===== src/rtl/breakout_pkg.sv =====
// Shared types and constants for the breakout game controller slice.
package breakout_pkg;

  localparam int unsigned NUM_COLS       = 5;
  localparam int unsigned BLOCKS_PER_COL = 8;
  localparam int unsigned COL_CNT_W      = 6;
  localparam int unsigned COL_IDX_W      = 3;
  localparam int unsigned SCORE_W        = 10;

  typedef enum logic [2:0] {
    StIdle  = 3'd0,
    StServe = 3'd1,
    StPlay  = 3'd2,
    StMiss  = 3'd3,
    StOver  = 3'd4,
    StWin   = 3'd5
  } state_e;

endpackage


===== src/rtl/breakout_game_ctrl_if.sv =====
// Column bus between the block columns (master) and the game controller (slave):
// per-column bounce requests and cleared counts in, granted hit out.
interface breakout_game_ctrl_if #(
  parameter int unsigned NUM_COLS = breakout_pkg::NUM_COLS
);

  logic [NUM_COLS-1:0]                       col_moveU;
  logic [NUM_COLS-1:0]                       col_moveD;
  logic [NUM_COLS-1:0]                       col_moveL;
  logic [NUM_COLS-1:0]                       col_moveR;
  logic [breakout_pkg::COL_CNT_W*NUM_COLS-1:0] col_count;
  logic                                      hit_valid;
  logic [breakout_pkg::COL_IDX_W-1:0]        hit_col;

  modport master (
    output col_moveU, col_moveD, col_moveL, col_moveR, col_count,
    input  hit_valid, hit_col
  );

  modport slave (
    input  col_moveU, col_moveD, col_moveL, col_moveR, col_count,
    output hit_valid, hit_col
  );

endinterface


===== src/rtl/breakout_hit_arb.sv =====
// Picks one requesting column per cycle. Fixed priority (lowest index) by default;
// round-robin with a next-start pointer when BREAKOUT_HIT_ARB_RR_EN is defined.
module breakout_hit_arb #(
  parameter int unsigned NUM_COLS = breakout_pkg::NUM_COLS
) (
  input  logic                               clk,
  input  logic                               reset,
  input  logic [NUM_COLS-1:0]                i_req,
  output logic                               o_valid,
  output logic [breakout_pkg::COL_IDX_W-1:0] o_idx
);
  import breakout_pkg::*;

`ifdef BREAKOUT_HIT_ARB_RR_EN
  // r_ptr is the column the next search starts from (last grant + 1).
  logic [COL_IDX_W-1:0] r_ptr;
  logic [COL_IDX_W-1:0] w_cand;
  int unsigned          w_j;

  always_comb begin
    o_valid = 1'b0;
    o_idx   = '0;
    w_cand  = '0;
    w_j     = 0;
    for (int k = NUM_COLS - 1; k >= 0; k--) begin
      w_j    = (int unsigned'(r_ptr) + int unsigned'(k)) % NUM_COLS;
      w_cand = COL_IDX_W'(w_j);
      if (i_req[w_cand]) begin
        o_valid = 1'b1;
        o_idx   = w_cand;
      end
    end
  end

  always_ff @(posedge clk) begin
    if (reset) begin
      r_ptr <= '0;
    end else if (o_valid) begin
      r_ptr <= (o_idx == COL_IDX_W'(NUM_COLS - 1)) ? '0 : o_idx + COL_IDX_W'(1);
    end
  end
`else
  logic w_unused_clk_rst;
  assign w_unused_clk_rst = clk ^ reset;

  always_comb begin
    o_valid = 1'b0;
    o_idx   = '0;
    for (int k = NUM_COLS - 1; k >= 0; k--) begin
      if (i_req[k]) begin
        o_valid = 1'b1;
        o_idx   = COL_IDX_W'(k);
      end
    end
  end
`endif

endmodule


===== src/rtl/breakout_game_ctrl.sv =====
// Breakout game controller: serve/play/miss FSM, lives, score and column hit grants.
// Define BREAKOUT_HIT_ARB_RR_EN for round-robin hit arbitration.
module breakout_game_ctrl #(
  parameter int unsigned NUM_COLS       = breakout_pkg::NUM_COLS,
  parameter int unsigned BLOCKS_PER_COL = breakout_pkg::BLOCKS_PER_COL,
  parameter int unsigned LIVES          = 3,
  parameter int unsigned MISS_Y         = 470,
  parameter int unsigned SERVE_FRAMES   = 60
) (
  input  logic                 clk,
  input  logic                 reset,
  input  logic                 start,
  input  logic                 frame_tick,
  input  logic [10:0]          ball_y_b,
  breakout_game_ctrl_if.slave  col_bus,
  output logic                 board_reset,
  output logic                 ball_reset,
  output logic                 ball_en,
  output logic                 dir_x,
  output logic                 dir_y,
  output logic [1:0]           lives,
  output logic [9:0]           score,
  output logic [2:0]           state
);
  import breakout_pkg::*;

  localparam int unsigned SERVE_W = (SERVE_FRAMES > 1) ? $clog2(SERVE_FRAMES) : 1;
  localparam logic [SCORE_W-1:0] WIN_SCORE = SCORE_W'(NUM_COLS * BLOCKS_PER_COL);

  state_e               r_state;
  logic [1:0]           r_lives;
  logic [SCORE_W-1:0]   r_score;
  logic [SERVE_W-1:0]   r_serve_cnt;
  logic                 r_dir_x;
  logic                 r_dir_y;
  logic                 r_ball_en;
  logic                 r_ball_reset;
  logic                 r_board_reset;
  logic                 r_hit_valid;
  logic [COL_IDX_W-1:0] r_hit_col;

  logic [NUM_COLS-1:0]  w_req;
  logic                 w_gnt_valid;
  logic [COL_IDX_W-1:0] w_gnt_idx;
  logic [SCORE_W-1:0]   w_score_sum;
  logic                 w_miss;

  // Requests are masked outside PLAY so no grant (and no direction change) can occur.
  assign w_req = (col_bus.col_moveU | col_bus.col_moveD | col_bus.col_moveL | col_bus.col_moveR)
               & {NUM_COLS{r_state == StPlay}};
  assign w_miss = frame_tick && (ball_y_b >= 11'(MISS_Y));

  breakout_hit_arb #(
    .NUM_COLS (NUM_COLS)
  ) u_hit_arb (
    .clk     (clk),
    .reset   (reset),
    .i_req   (w_req),
    .o_valid (w_gnt_valid),
    .o_idx   (w_gnt_idx)
  );

  always_comb begin
    w_score_sum = '0;
    for (int i = 0; i < NUM_COLS; i++) begin
      w_score_sum = w_score_sum + SCORE_W'(col_bus.col_count[COL_CNT_W*i +: COL_CNT_W]);
    end
  end

  always_ff @(posedge clk) begin
    if (reset) r_score <= '0;
    else       r_score <= w_score_sum;
  end

  always_ff @(posedge clk) begin
    if (reset) begin
      r_state       <= StIdle;
      r_lives       <= '0;
      r_serve_cnt   <= '0;
      r_dir_x       <= 1'b1;
      r_dir_y       <= 1'b0;
      r_ball_en     <= 1'b0;
      r_ball_reset  <= 1'b0;
      r_board_reset <= 1'b1;
      r_hit_valid   <= 1'b0;
      r_hit_col     <= '0;
    end else begin
      r_ball_reset <= 1'b0;
      r_hit_valid  <= 1'b0;
      // Absolute writes; opposing bits on the same axis leave that axis alone.
      if (w_gnt_valid) begin
        r_hit_valid <= 1'b1;
        r_hit_col   <= w_gnt_idx;
        if (col_bus.col_moveU[w_gnt_idx] != col_bus.col_moveD[w_gnt_idx]) begin
          r_dir_y <= col_bus.col_moveD[w_gnt_idx];
        end
        if (col_bus.col_moveL[w_gnt_idx] != col_bus.col_moveR[w_gnt_idx]) begin
          r_dir_x <= col_bus.col_moveR[w_gnt_idx];
        end
      end
      case (r_state)
        StIdle: begin
          if (start) begin
            r_state       <= StServe;
            r_lives       <= 2'(LIVES);
            r_dir_x       <= 1'b1;
            r_dir_y       <= 1'b0;
            r_ball_reset  <= 1'b1;
            r_board_reset <= 1'b0;
          end
        end
        StServe: begin
          if (frame_tick) begin
            if (r_serve_cnt == SERVE_W'(SERVE_FRAMES - 1)) begin
              r_state     <= StPlay;
              r_serve_cnt <= '0;
              r_ball_en   <= 1'b1;
            end else begin
              r_serve_cnt <= r_serve_cnt + SERVE_W'(1);
            end
          end
        end
        StPlay: begin
          if (r_score == WIN_SCORE) begin
            r_state   <= StWin;
            r_ball_en <= 1'b0;
          end else if (w_miss) begin
            r_state   <= StMiss;
            r_ball_en <= 1'b0;
          end
        end
        StMiss: begin
          r_lives      <= r_lives - 2'd1;
          r_ball_reset <= 1'b1;
          r_state      <= (r_lives == 2'd1) ? StOver : StServe;
        end
        StOver, StWin: begin
          if (start) begin
            r_state       <= StIdle;
            r_board_reset <= 1'b1;
          end
        end
        default: begin
          r_state       <= StIdle;
          r_ball_en     <= 1'b0;
          r_board_reset <= 1'b1;
        end
      endcase
    end
  end

  assign col_bus.hit_valid = r_hit_valid;
  assign col_bus.hit_col   = r_hit_col;
  assign board_reset       = r_board_reset;
  assign ball_reset        = r_ball_reset;
  assign ball_en           = r_ball_en;
  assign dir_x             = r_dir_x;
  assign dir_y             = r_dir_y;
  assign lives             = r_lives;
  assign score             = r_score;
  assign state             = r_state;

endmodule

===== src/flat_wrapper.sv =====
// flat-port wrapper written by rule: the top's interface ports become plain ports
module breakout_game_ctrl_flat import breakout_pkg::*;
#(
  parameter int unsigned NUM_COLS       = breakout_pkg::NUM_COLS,
  parameter int unsigned BLOCKS_PER_COL = breakout_pkg::BLOCKS_PER_COL,
  parameter int unsigned LIVES          = 3,
  parameter int unsigned MISS_Y         = 470,
  parameter int unsigned SERVE_FRAMES   = 60
)
  (clk, reset, start, frame_tick, ball_y_b, board_reset, ball_reset, ball_en, dir_x, dir_y, lives, score, state, col_bus_col_moveU, col_bus_col_moveD, col_bus_col_moveL, col_bus_col_moveR, col_bus_col_count, col_bus_hit_valid, col_bus_hit_col);
  breakout_game_ctrl_if #(.NUM_COLS(NUM_COLS)) col_bus_i ();
  input  logic clk;
  input  logic reset;
  input  logic start;
  input  logic frame_tick;
  input  logic [10:0] ball_y_b;
  output logic board_reset;
  output logic ball_reset;
  output logic ball_en;
  output logic dir_x;
  output logic dir_y;
  output logic [1:0] lives;
  output logic [9:0] score;
  output logic [2:0] state;
  input wire logic [$bits(col_bus_i.col_moveU)-1:0] col_bus_col_moveU;
  input wire logic [$bits(col_bus_i.col_moveD)-1:0] col_bus_col_moveD;
  input wire logic [$bits(col_bus_i.col_moveL)-1:0] col_bus_col_moveL;
  input wire logic [$bits(col_bus_i.col_moveR)-1:0] col_bus_col_moveR;
  input wire logic [$bits(col_bus_i.col_count)-1:0] col_bus_col_count;
  output wire logic [$bits(col_bus_i.hit_valid)-1:0] col_bus_hit_valid;
  output wire logic [$bits(col_bus_i.hit_col)-1:0] col_bus_hit_col;
  assign col_bus_i.col_moveU = col_bus_col_moveU;
  assign col_bus_i.col_moveD = col_bus_col_moveD;
  assign col_bus_i.col_moveL = col_bus_col_moveL;
  assign col_bus_i.col_moveR = col_bus_col_moveR;
  assign col_bus_i.col_count = col_bus_col_count;
  assign col_bus_hit_valid = col_bus_i.hit_valid;
  assign col_bus_hit_col = col_bus_i.hit_col;
  breakout_game_ctrl #(.NUM_COLS(NUM_COLS), .BLOCKS_PER_COL(BLOCKS_PER_COL), .LIVES(LIVES), .MISS_Y(MISS_Y), .SERVE_FRAMES(SERVE_FRAMES)) u_core (.clk(clk), .reset(reset), .start(start), .frame_tick(frame_tick), .ball_y_b(ball_y_b), .col_bus(col_bus_i), .board_reset(board_reset), .ball_reset(ball_reset), .ball_en(ball_en), .dir_x(dir_x), .dir_y(dir_y), .lives(lives), .score(score), .state(state));
endmodule

===== config.mk =====
export PLATFORM = sky130hd
export DESIGN_NAME = breakout_game_ctrl_flat
export DESIGN_NICKNAME = d
export VERILOG_FILES = /design/src/rtl/breakout_pkg.sv /design/src/rtl/breakout_game_ctrl_if.sv /design/src/rtl/breakout_hit_arb.sv /design/src/rtl/breakout_game_ctrl.sv /design/src/flat_wrapper.sv
export SDC_FILE = /design/constraint.sdc
export NUM_CORES = 1
export LEC_CHECK = 0
export CAP_MARGIN = 10
export CORE_MARGIN = 2
export CORE_UTILIZATION = 44
export CTS_BUF_LIST = sky130_fd_sc_hd__clkbuf_4 sky130_fd_sc_hd__clkbuf_8 sky130_fd_sc_hd__clkbuf_16
export DETAILED_ROUTE_END_ITERATION = 12
export MAX_ROUTING_LAYER = met4
export PLACE_DENSITY = 0.87
export SETUP_SLACK_MARGIN = 0.02
export SYNTH_ARGS = -nofsm -noshare
export SYNTH_HDL_FRONTEND = slang
export SYNTH_SLANG_ARGS = --single-unit

===== constraint.sdc =====
create_clock -name clk -period 5.49 [get_ports clk]
set_input_delay 1.098 -clock clk [delete_from_list [all_inputs] [get_ports clk]]
set_output_delay 1.098 -clock clk [all_outputs]
set_load 0.02 [all_outputs]

==> flow_summary.yaml, run 1 <==
yosys:
  muxShareOfSynthArea_pct: 0.4492
  netlist_area_um2: 2228
  synth_top_area_share_pct: 26.05
  synth.distinct_cells: 52
  synth_area_leader_cell: "dfxtp_1"
  synth_top_family_by_area: "simple AND/OR/NAND/NOR gates"
  synth-simple-area-share_pct: 23.30
  synthArstFlopShare_pct: 0
  synth_edf_count: 0
  ys_ff_latch: 29
  synth-compound-area-share_pct: 18.25
  synth.avg_cell_area_um2: 8.315
  synth_adder_area_share_pct: 20.66
  yosys_warnings: 0
  synthCells: 268
  syn-num-nets: 362
  synth_area_leaders: "dfxtp_1, fa_1, ha_1"
  seq_area_frac_synth_pct: 26.05
  synth_flop_cell: "dfxtp_1"
  synthXorXnorAreaFrac_pct: 3.537
finish:
  antenna_cells: 0
  nNetsFinal: 448
  syn2layout_area_growth_pct: 46.43
  instances_no_fill: 422
  nFillCells: 431
  drive_gt1_share_pct: 3.944
  seq_area_um2: 580.6
  multiInputGateArea_um2: 1479
die:
  fp.dieW_um: 75.17
  dieArea_um2: 5650
  row_count: 25
  chipHeight_um: 75.17
  io_pins: 89
  start_util_pct: 46.26
  core_area_um2: 4817
timing:
  rsz0062_at_grt: "false"
  setup_violations: 0
  setup_tns_ps: 0
  slew_violations: 0
  period_needed_ps: 4719
  max_freq_mhz: 211.9
  maxSlewHeadroom_pct: 34.94
  worstMarginPinSlew_ps: 972.8
  post-route-period-util_pct: 85.95
  finClkSkew_ps: 8.667
  hold_viol: 0
route:
  antenna_left: 0
  drt-pass1-iter-count: 4
  wirelength_mm: 5.520
  drt_drc_violations_left: 0
  routed_via_density: 5.254
  drt-initial-drc-count: 91
  detail_route.wl_per_cell_um: 13.08
  vias: 2217
placed_design:
  gp_congestion: 0.9542
  hpwl_mm: 4.475
  dp.cells: 414
  port_buffers: 86
worst_setup_path:
  required_ps: 5610
  critical_path.startpoint: "col_bus_col_count[0]"
  critPathArrivalTime_ps: 4840
  crit_fanout: 2
  worstRegToRegCells: 6
  r2r-start: "u_core.state[1]"
  start_kind: "input pin"
  crit_path_end_kind: "flip-flop"
  path_class: "in -> reg"
global_route:
  grt_max_degree: 28
  grt_pass1_wl_mm: 9.080
  grt_pass1_vias: 2226
  grtUsageTotal_pct: 21.24
  overflow: 0
  antenna_found_initial: 0
pwr:
  cellLeakagePower_nw: 1.336
  vdd_drop_max_mv: 0.2281
  cellPowerDensity_nw_per_um2: 270.7
clock_tree:
  clockRootBuffer: "clkbuf_8"
  cts.sinks: 29
  clock_path_buffers: 2
  clk_pin_slew_ps: 60
  h-tree-depth: 2
  insertion_delay_ps: 280
  cts_tree: "built"
  postCtsResizedCells: 0
  postCtsHoldBufs: 0
  post-cts-setup-buffers: 0
  cts_inserted_buffers: 5
hold_path:
  worstHoldPathCells: 2
  hp-start: "u_core.col_bus.hit_col[0]"
  min-delay-path-class: "reg -> reg"
job:
  max_cap_viol_count: 0
run_status:
  status: "finished, final reports clean"
## registers in the layout, summed over array words and instances (netlist names)
name and flops:
u_core.ball_en 1, u_core.ball_reset 1, u_core.r_serve_cnt 6, u_core.lives 2, u_core.col_bus.hit_col 3, u_core.board_reset 1, u_core.col_bus.hit_valid 1, u_core.dir_x 1
u_core.state 3, u_core.score 9, u_core.dir_y 1
## layout by cell type (no fill, tap or decap), types with 2 or more instances in the layout
cell,instances
o21ai_1,2
nand2_1,16
a21oi_1,15
nor3b_1,4
fa_1,13
ha_1,16
nor4_2,2
dfxtp_1,29
nand4b_1,2
o21ai_0,13
and2_1,2
nand4_1,4
xor2_1,4
a21boi_0,3
and3_1,2
clkbuf_8,6
o21bai_1,4
nor4_1,3
a21o_1,6
a31oi_1,4
nor3_1,13
xnor2_1,5
nand2b_1,5
nor2b_1,5
clkdlybuf4s50_1,86
nand3_1,5
inv_1,37
or4_1,3
nor2_1,20
nor3b_2,2
## cell families after synthesis
family,after synthesis
adder cells (fa/ha/maj),29
flip-flops,29
AO/OA/AOI/OAI,62
other,1
XOR/XNOR,9
buffers and inverters,44
multiplexers,1
AND/OR/NAND/NOR,93
## critical path: stages
cell and delay (ps):
clkdlybuf4s50_1 460, ha_1 200, fa_1 440, fa_1 500
inv_1 60, fa_1 460, inv_1 70, ha_1 160
inv_1 50, fa_1 390, nor2b_1 170, o21ai_0 120
a21boi_0 240, o21ai_0 140, a21boi_0 220, nor3_1 80
## power by group
group	internal, mW	switching [mW]
sequential	0.239	0.0207
combinational	0.197	0.193
clock	0.153	0.0803
## synth_stat cells (2+ instances only)
| library cell | count |
|---|---|
| nor3b_1 | 4 |
| dfxtp_1 | 29 |
| nand4_1 | 4 |
| a21oi_1 | 15 |
| nor4_2 | 2 |
| nor3b_2 | 2 |
| o21bai_1 | 4 |
| nor4_1 | 3 |
| o21ai_1 | 2 |
| xnor2_1 | 5 |
| inv_1 | 37 |
| o21ai_0 | 13 |
| nor2b_1 | 5 |
| nand3_1 | 5 |
| and2_1 | 2 |
| and3_1 | 2 |
| or4_1 | 3 |
| xor2_1 | 4 |
| a31oi_1 | 4 |
| nand4b_1 | 2 |
| nor2_1 | 20 |
| a21o_1 | 6 |
| ha_1 | 16 |
| a21boi_0 | 3 |
| nor3_1 | 13 |
| clkbuf_1 | 6 |
| nand2b_1 | 5 |
| nand2_1 | 16 |
| fa_1 | 13 |
## path summary, 6_finish.rpt
check | end | slack, ps
max reg2reg | u_core.dir_y | 3150
max | u_core.score[7] | 770
min | u_core.col_bus.hit_col[0] | 480
min reg2reg | u_core.col_bus.hit_col[0] | 480
## area by class of cell
type	instances	share of cell area, %
multi-input cells	195	45.32
repair buffers	86	26.38
flip-flops and latches	29	17.79
inverters	37	4.256
clock buffers	7	2.761
well taps	67	2.569
clock inverters	1	0.9202
## per-layer routing
| layer | GRT usage, % | vias up | part of all wire [%] |
|---|---|---|---|
| met3 | 3.481 | 11 | 6.7 |
| met5 | - | - | 0 |
| li1 | - | 1104 | - |
| met2 | 38.30 | 79 | 50 |
| met1 | 24.17 | 1023 | 42 |
| met4 | 6.043 | 0 | 1.7 |
## per-stage QoR
stage / hold slack [ps] / power [mW] / setup slack [ps] / utilization (%) / area (µm²)
global placement: 448.2 / 0.6369 / 614.2 / 65.25 / 3143
global route: 509.5 / 0.9441 / 572.5 / 67.74 / 3263
floorplan: 470.3 / 0.4979 / 1255 / - / 2228
CTS: 473.1 / 0.8883 / 818.8 / 67.74 / 3263
finish: 475.1 / 0.8832 / 771.3 / 67.74 / 3263
detailed placement: 465.7 / 0.6530 / 542.3 / 65.25 / 3143
Power figures use the tool's default switching activity.
==> inputs of run 2 (changes only) <==
- CORE_UTILIZATION: 44 -> 45
- CTS_BUF_LIST: sky130_fd_sc_hd__clkbuf_4 sky130_fd_sc_hd__clkbuf_8 sky130_fd_sc_hd__clkbuf_16 -> sky130_fd_sc_hd__clkbuf_4 sky130_fd_sc_hd__clkbuf_8
- GPL_ROUTABILITY_DRIVEN: not set -> 0
- PLACE_DENSITY: 0.87 -> 0.89
==> run 2 against run 1 <==
  * Power decreased by 5.3%
  * Critical endpoint unchanged
  * Highest routed layer unchanged
  * Critical path type unchanged
  * Clock power down 17%
  * Largest cell class unchanged
  * First-iteration DRC count down 18%
  * Sequential cell count stayed put
  * Final cell count unchanged
  * Hold slack got worse by 7.4 ps
==> flow_summary.yaml, run 2 (same netlist as run 1, synthesis figures left out) <==
finish:
  syn2layout_area_growth_pct: 45.59
  largest_register_ffs: 9
  drive_gt1_share_pct: 3.944
  final_common_cell: "clkdlybuf4s50_1"
  nNetsFinal: 448
  multiInputGateArea_um2: 1479
  seq_area_um2: 580.6
  antenna_cells: 0
  nFillCells: 412
  layout_common_cells: "clkdlybuf4s50_1, inv_1, dfxtp_1"
clock_tree:
  post-cts-setup-buffers: 0
  clockRootBuffer: "clkbuf_8"
  postCtsHoldBufs: 0
  insertion_delay_ps: 280
  clock_path_buffers: 2
  cts.sinks: 29
  h-tree-depth: 2
  cts_tree: "built"
  cts_inserted_buffers: 5
  postCtsResizedCells: 0
  clk_pin_slew_ps: 60
placed_design:
  port_buffers: 86
  hpwl_mm: 4.390
timing:
  worstMarginPinSlew_ps: 981.3
  post-route-period-util_pct: 85.07
  setup_violations: 0
  slew_violations: 0
  period_needed_ps: 4670
  finClkSkew_ps: 5.488
  max_freq_mhz: 214.1
  maxSlewHeadroom_pct: 34.38
  rsz0062_at_grt: "false"
  hold_viol: 0
  setup_tns_ps: 0
global_route:
  antenna_found_initial: 0
  grtUsageTotal_pct: 21.45
  overflow: 0
  grt_pass1_vias: 2131
  grt_pass1_wl_mm: 8.983
  grt_max_degree: 28
pwr:
  power_uw: 836.8
  vdd_drop_max_mv: 0.2143
  cellLeakagePower_nw: 1.329
  cellPowerDensity_nw_per_um2: 257.9
hold_path:
  min-delay-path-class: "reg -> reg"
worst_setup_path:
  crit_chain: "clkdlybuf4s50_1, ha_1, fa_1, fa_1, inv_1, fa_1, inv_1, ha_1, inv_1, fa_1, nor2b_1, o21ai_0, a21boi_0, o21ai_0, a21boi_0, nor3_1"
  start_kind: "input pin"
  path_class: "in -> reg"
  critPathArrivalTime_ps: 4790
  slowest_stage: "fa_1"
  critPathMaxStageDelay_ps: 490
  path_buf_inv: 4
  crit_path_end_kind: "flip-flop"
  required_ps: 5610
  crit_fanout: 2
  cp_common_cell: "fa_1"
  critical-path-top-delay-family: "adder cells"
die:
  chipHeight_um: 74.37
  io_pins: 89
  fp.dieW_um: 74.37
  dieArea_um2: 5531
  start_util_pct: 46.87
  row_count: 25
  core_area_um2: 4755
route:
  detail_route.wl_per_cell_um: 12.97
  antenna_left: 0
  drt-initial-drc-count: 75
  drt-pass1-iter-count: 4
  drt_drc_violations_left: 0
  wirelength_mm: 5.475
  routed_via_density: 5.235
  vias: 2209
job:
  max_cap_viol_count: 0
run_status:
  status: "finished, final reports clean"
==> run 2: changes by cell type in the layout (fill, tap and decap cells not counted) <==
cell and change:
bufinv_16 -1, clkbuf_4 -1, clkbuf_8 +1, clkinv_2 +1
==> run 2: area by class of cell <==
class | count | area share, %
clock buffer | 7 | 2.970
timing repair buffer | 86 | 26.53
tap | 67 | 2.584
inverter | 37 | 4.281
sequential | 29 | 17.89
multi-input combinational | 195 | 45.58
clock inverter | 1 | 0.1543
==> run 2: final timing paths <==
| kind | startpoint | endpoint | slack, ps | cells after the start |
|---|---|---|---|---|
| max | col_bus_col_count[0] | u_core.score[7] | 820 | 16 |
| min | u_core.col_bus.hit_col[0] | u_core.col_bus.hit_col[0] | 470 | 2 |
| max reg2reg | u_core.state[1] | u_core.dir_y | 3200 | 6 |
| min reg2reg | u_core.col_bus.hit_col[0] | u_core.col_bus.hit_col[0] | 470 | 2 |
==> run 2: through the flow <==
step | cells | setup slack (ps) | hold WS (ps) | util [%] | area, µm²
2_1_floorplan | 268 | 1255 | 470.3 | - | 2228
5_1_grt | 422 | 472.1 | 505.3 | 68.24 | 3244
6_report | 422 | 819.8 | 467.7 | 68.24 | 3244
4_1_cts | 422 | 805.4 | 468.0 | 68.24 | 3244
3_3_place_gp | 414 | 622.0 | 459.9 | 66.11 | 3143
3_5_place_dp | 414 | 516.6 | 458.7 | 66.11 | 3143
==> run 2: worst reg2reg max path: cells and delay by family (launching register included) <==
family             cells  cell delay, ps
AOI/OAI and AO/OA      2             490
DFF                    1             590
and+or+nand+nor        4            1120
==> run 2: metal layers <==
metal	GRT usage, %	share of wire, %	vias up
met5	-	0	-
met3	3.794	7.7	9
met1	24.77	43	1000
li1	-	-	1108
met4	6.349	1.3	0
met2	37.86	48	92
==> run 2: power breakdown <==
part | switching (mW) | internal [mW] | total, mW | leakage, nW
Clock | 0.0803 | 0.113 | 0.193 | 0.0542
Sequential | 0.0210 | 0.239 | 0.260 | 0.237
Combinational | 0.187 | 0.196 | 0.383 | 1.04
